$ cat src/rtl/arb_rr_pry.sv
// Round-robin arbiter built on priority-to-thermometer masking.
// pry2thr turns a request vector into a thermometer that starts at the winning
// position. The top level runs one lookup on masked requests and one on raw
// requests, then registers the chosen one-hot grant behind a valid/ready stage.

module pry2thr #(
    parameter int    WIDTH          = 8,
    parameter int    SPLIT          = 2,
    parameter string DIRECTION      = "LSB",
    parameter int    IMPLEMENTATION = 0
) (
    input  logic [WIDTH-1:0] pry,
    output logic [WIDTH-1:0] thr
);

    // A radix below 2 would never widen the prefix window, so clamp it.
    localparam int RADIX = (SPLIT < 2) ? 2 : SPLIT;

    function automatic int tree_levels(input int w, input int r);
        int lvl;
        int span;
        lvl  = 0;
        span = 1;
        while (span < w) begin
            span = span * r;
            lvl  = lvl + 1;
        end
        return lvl;
    endfunction

    function automatic int tree_width(input int w, input int r);
        int span;
        span = 1;
        while (span < w) span = span * r;
        return span;
    endfunction

    localparam int LEVELS = tree_levels(WIDTH, RADIX);
    localparam int PW     = tree_width(WIDTH, RADIX);

    // The core always searches low->high; MSB mode mirrors the vector in and out.
    logic [WIDTH-1:0] src;
    logic [WIDTH-1:0] res;

    if (DIRECTION == "MSB") begin : g_mirror
        for (genvar i = 0; i < WIDTH; i++) begin : g_bit
            assign src[i] = pry[WIDTH-1-i];
            assign thr[i] = res[WIDTH-1-i];
        end
    end else begin : g_direct
        assign src = pry;
        assign thr = res;
    end

    if (IMPLEMENTATION == 0) begin : g_tree
        // Radix-RADIX prefix OR; the vector is zero-padded to a power of RADIX
        // at the top, so padded positions never feed a real output bit.
        always_comb begin
            logic [PW-1:0] acc;
            logic [PW-1:0] prev;
            int            span;
            // NOTE: every combinational variable gets a value before any branch
            // or loop reads it, otherwise synthesis infers a latch.
            acc            = '0;
            acc[WIDTH-1:0] = src;
            prev           = '0;
            span           = 1;
            for (int lvl = 0; lvl < LEVELS; lvl++) begin
                prev = acc;
                for (int i = 0; i < PW; i++) begin
                    for (int k = 1; k < RADIX; k++) begin
                        if (i >= k * span) acc[i] = acc[i] | prev[i - k * span];
                    end
                end
                span = span * RADIX;
            end
            res = acc[WIDTH-1:0];
        end
    end else begin : g_ripple
        // Linear ripple prefix OR: smallest form, longest path.
        always_comb begin
            logic run;
            res = '0;
            run = 1'b0;
            for (int i = 0; i < WIDTH; i++) begin
                run    = run | src[i];
                res[i] = run;
            end
        end
    end

endmodule

module arb_rr_pry #(
    parameter  int    WIDTH          = 8,
    parameter  int    SPLIT          = 2,
    parameter  string DIRECTION      = "LSB",
    parameter  int    IMPLEMENTATION = 0,
    localparam int    IW             = (WIDTH > 1) ? $clog2(WIDTH) : 1
) (
    input  logic             clk,
    input  logic             rst,
    input  logic [WIDTH-1:0] req,
    output logic [WIDTH-1:0] gnt,
    output logic [IW-1:0]    idx,
    output logic             vld,
    input  logic             rdy
);

    logic [WIDTH-1:0] msk;
    logic [WIDTH-1:0] req_m;
    logic [WIDTH-1:0] thr_m;
    logic [WIDTH-1:0] thr_r;
    logic [WIDTH-1:0] oh_m;
    logic [WIDTH-1:0] oh_r;
    logic [WIDTH-1:0] pick;
    logic [WIDTH-1:0] thr_sel;
    logic [WIDTH-1:0] msk_nxt;
    logic [IW-1:0]    idx_nxt;
    logic             any_m;
    logic             any_r;
    logic             load;

    assign req_m = req & msk;

    pry2thr #(
        .WIDTH(WIDTH), .SPLIT(SPLIT), .DIRECTION(DIRECTION), .IMPLEMENTATION(IMPLEMENTATION)
    ) u_thr_masked (
        .pry (req_m),
        .thr (thr_m)
    );

    pry2thr #(
        .WIDTH(WIDTH), .SPLIT(SPLIT), .DIRECTION(DIRECTION), .IMPLEMENTATION(IMPLEMENTATION)
    ) u_thr_raw (
        .pry (req),
        .thr (thr_r)
    );

    // The winner is the thermometer's first set bit: the one whose neighbour
    // on the search-start side is clear.
    if (DIRECTION == "MSB") begin : g_oh_msb
        assign oh_m = thr_m & ~(thr_m >> 1);
        assign oh_r = thr_r & ~(thr_r >> 1);
    end else begin : g_oh_lsb
        assign oh_m = thr_m & ~(thr_m << 1);
        assign oh_r = thr_r & ~(thr_r << 1);
    end

    assign any_m   = |req_m;
    assign any_r   = |req;
    assign pick    = any_m ? oh_m  : oh_r;
    assign thr_sel = any_m ? thr_m : thr_r;
    // The thermometer covers the pick and everything past it in search order,
    // so removing the pick leaves exactly the positions still owed a turn.
    assign msk_nxt = thr_sel & ~pick;
    assign load    = !vld || rdy;

    // Binary-encode the one-hot pick.
    always_comb begin
        idx_nxt = '0;
        for (int i = 0; i < WIDTH; i++) begin
            if (pick[i]) idx_nxt = idx_nxt | IW'(i);
        end
    end

    // Output stage and rotation mask: load a new grant whenever the slot is empty or accepted.
    always_ff @(posedge clk) begin
        // NOTE: registers use non-blocking assignments so every flop samples
        // the pre-edge values, independent of statement order.
        if (rst) begin
            vld <= 1'b0;
            gnt <= '0;
            idx <= '0;
            msk <= '1;
        end else if (load) begin
            if (any_r) begin
                vld <= 1'b1;
                gnt <= pick;
                idx <= idx_nxt;
                msk <= msk_nxt;
            end else begin
                vld <= 1'b0;
                gnt <= '0;
                idx <= '0;
            end
        end
    end

endmodule
$ cat config.mk
export PLATFORM = sky130hd
export DESIGN_NAME = arb_rr_pry
export DESIGN_NICKNAME = d
export VERILOG_FILES = /design/src/rtl/arb_rr_pry.sv
export SDC_FILE = /design/constraint.sdc
export NUM_CORES = 1
export LEC_CHECK = 0
export BUFFER_PORTS_ARGS = -buffer_cell sky130_fd_sc_hd__buf_2
export CORE_AREA = 2 2 49 60
export CTS_CLUSTER_SIZE = 20
export DETAILED_ROUTE_END_ITERATION = 10
export DIE_AREA = 0 0 51 62
export PLACE_DENSITY = 0.67
export SYNTH_ARGS = -nofsm -noshare
export SYNTH_HDL_FRONTEND = slang
export SYNTH_SLANG_ARGS = --single-unit
$ cat constraint.sdc
create_clock -name clk -period 1.5 [get_ports clk]
set_input_delay 0.075 -clock clk [delete_from_list [all_inputs] [get_ports clk]]
set_output_delay 0.075 -clock clk [all_outputs]
set_load 0.02 [all_outputs]
==> flow_metrics.tcl <==
set metrics [dict create \
    syn_nets 124 \
    stdcell_area_um2 1493 \
    crit_fanout 3 \
    globalRouteTotalUtil_pct 19.93 \
    avgSynthCellArea_um2 8.814 \
    slew_headroom_pct 67.20 \
    required_ps 1730 \
    dp_slack_ps -214.0 \
    drive_gt1_share_pct 48.13 \
    finalWorstSetupSlack_ps -134.2 \
    layout_common_cells "buf_4 (26), buf_2 (22), dfxtp_1 (16), nand2_1 (13), a21oi_1 (7)" \
    nNetsFinal 172 \
    ys_types 41 \
    worstHoldPathType "in -> reg" \
    slew_violations 0 \
    mostFrequentLayoutCell "buf_4" \
    fp-row-count 21 \
    drv_cap 0 \
    clkTransAtPathRegs_ps 130 \
    placed_cell_area_um2 1339 \
    synthXorXnorAreaFrac_pct 0 \
    h-tree-depth 1 \
    fmax_mhz 611.9 \
    diodes 0 \
    routed_wl_um 3230 \
    grt_overflow 0 \
    reg2reg_from "msk[5]" \
    first_global_vias 1002 \
    pin_count 23 \
    drtAntennaViolNets 0 \
    clk-insertion-delay-late_ps 320 \
    yosysSeqAreaShare_pct 40.20 \
    clock_path_buffers 2 \
    grt_max_degree 17 \
    dpl.hpwl_um 2311 \
    drtPass1Iterations 8 \
    wl_per_cell_um 16.65 \
    fp.dieW_um 51 \
    holdPathEnd "gnt[6]" \
    min_from "req[6]" \
    netlist_area_um2 996.0 \
    crit_start "msk[5]" \
    fin_crit_sh_pct 108.9 \
    p_per_area_nw_per_um2 898.9 \
    worstSetupPathType "reg -> reg" \
    critPathCaptureType "flip-flop" \
    outcome "complete, but fails checks" \
    cp.arrival_ps 1860 \
    holdPathStages 3 \
    reg2reg_depth 5 \
    vias 1162 \
    dp.cells 189 \
    synth_top_family_by_area "compound AO/OA/AOI/OAI gates" \
    rsz0062_at_grt "yes" \
    period_needed_ps 1634 \
    leakage_nw 0.6237 \
    cts_buffers 3 \
    routabilityCongestion 0.9164 \
    setup_viol 12 \
    yosysWarnings 0 \
    die_h_um 62 \
    r2r-end "msk[4]" \
    violations "design-rule violations, negative setup slack" \
    holdWs_ps 107.6 \
    die_area_um2 3162 \
    grt_pass1_wl_um 4609 \
    clockRootBuffer "clkbuf_4" \
    grt_antenna_before_repair 0 \
    fin_cells 194 \
    peakVddDrop_v 0.0006346 \
    core_region_area_um2 2654 \
    ys_ff_latch 20 \
    drt_iter0_drc 83 \
    synth_fa_ha_area_share_pct 0 \
    post-route-drc-count 2 \
    viasPerCell 5.990 \
    yosys.area.top_type_share_pct 40.20 \
    crit_path_start_kind "flip-flop" \
    worstMarginPinSlew_ps 489.7 \
    hold_viol_final 0 \
    syn2layout_area_growth_pct 49.87 \
    clkSinkCount 20 \
    ff2ff_setup_slack_ps -130 \
    synthSimpleGateAreaFrac_pct 18.47 \
    start_util_pct 37.53 \
    skew_ps 14.42 \
    synth_top_area_cell "dfxtp_1" \
    portBuffers 22 \
    synthMuxAreaShare_pct 0 \
    postSynthCellCount 113 \
    synth_compound_area_share_pct 37.44 \
    cts_tree "built" \
    synth.area.top_cells "dfxtp_1 (40%), nand2_1 (4.9%), a21oi_1 (4.5%)" \
]
-- worst max-delay path, stage by stage (launching register included) --
cell and delay [ps]:
dfxtp_2 350, a222oi_1 370, buf_4 200, o21ai_0 90, and3_2 270, o31ai_4 270
-- layer usage --
| layer | routed length, um | global-route usage, % | share of wire [%] | vias up |
|---|---|---|---|---|
| li1 | - | - | - | 540 |
| met1 | 1249 | 23.49 | 39 | 545 |
| met2 | 1645 | 33.40 | 51 | 61 |
| met3 | 200 | 3.110 | 6.2 | 16 |
| met4 | 135 | 14.29 | 4.2 | 0 |
| met5 | 0 | 0 | 0 | - |
-- synthesized netlist by cell type --
cell type	n
a21boi_0	3
a21o_1	1
a21oi_1	9
a221o_1	1
a222oi_1	3
a22o_1	1
a22oi_1	5
a31o_2	3
a31oi_1	3
a32oi_1	2
a41o_1	1
a41oi_1	1
a41oi_2	1
and3_1	3
and4_1	2
buf_1	1
buf_2	1
clkbuf_1	4
dfxtp_1	20
inv_1	4
nand2_1	13
nand2b_1	2
nand3_1	1
nand4_1	1
nor2_1	7
nor2b_1	1
nor3_1	2
nor4_1	1
nor4_2	1
o2111ai_1	1
o211ai_1	3
o211ai_2	1
o21ai_0	2
o2bb2ai_1	1
o311a_1	1
o31a_1	1
o31ai_1	1
o41ai_1	1
o41ai_2	1
or3_1	1
or4_1	1
-- cell type report --
class	instances	area [um2]
Clock buffer	3	22.52
Clock inverter	1	30.03
Fill cell	253	1161
Inverter	4	15.01
Multi-Input combinational cell	83	660.6
Sequential cell	20	405.4
Tap cell	34	42.54
Timing Repair Buffer	49	316.6
-- cells by family (layout without fill, tap and decap cells) --
group | count (synthesis) | count (layout)
AO/OA/AOI/OAI | 47 | 47
AND/OR/NAND/NOR | 36 | 36
flip-flops | 20 | 20
buffers and inverters | 10 | 57
-- where the power goes --
part / leakage, nW / total [mW] / internal, mW / switching [mW]
clock: 0.0279 / 0.459 / 0.270 / 0.189
sequential: 0.163 / 0.581 / 0.561 / 0.0193
combinational: 0.433 / 0.302 / 0.132 / 0.170
-- through the flow --
step	util (%)	setup TNS, ps	power (mW)
2_1_floorplan	-	-523.4	0.7235
3_3_place_gp	50.45	-561.7	0.8446
3_5_place_dp	50.45	-992.6	0.8516
4_1_cts	53.61	-173.6	1.315
5_1_grt	56.25	-1641	1.380
6_report	56.25	-642.5	1.342
-- how the worst max path moves through the flow --
stage | end | slack (ps) | cells past startpoint
after global placement | idx[2] | -110 | 5
after CTS | idx[0] | -40 | 5
final | msk[4] | -130 | 5
after detailed placement | idx[2] | -210 | 5
after global routing | idx[1] | -190 | 5
after floorplan | msk[7] | -110 | 5
-- sequential cells by signal, summed over array words and instances (netlist names) --
register,cells
msk,8
idx,3
vld,1
gnt,8
-- what timing repair did --
item | in CTS | in global routing
hold buffers | 0 | 0
resized for setup | 7 | 13
setup endpoints to repair | 13 | 16
pin swaps | 9 | 7
setup buffers | 1 | 0
No activity file was read; power rests on OpenSTA's default activity.
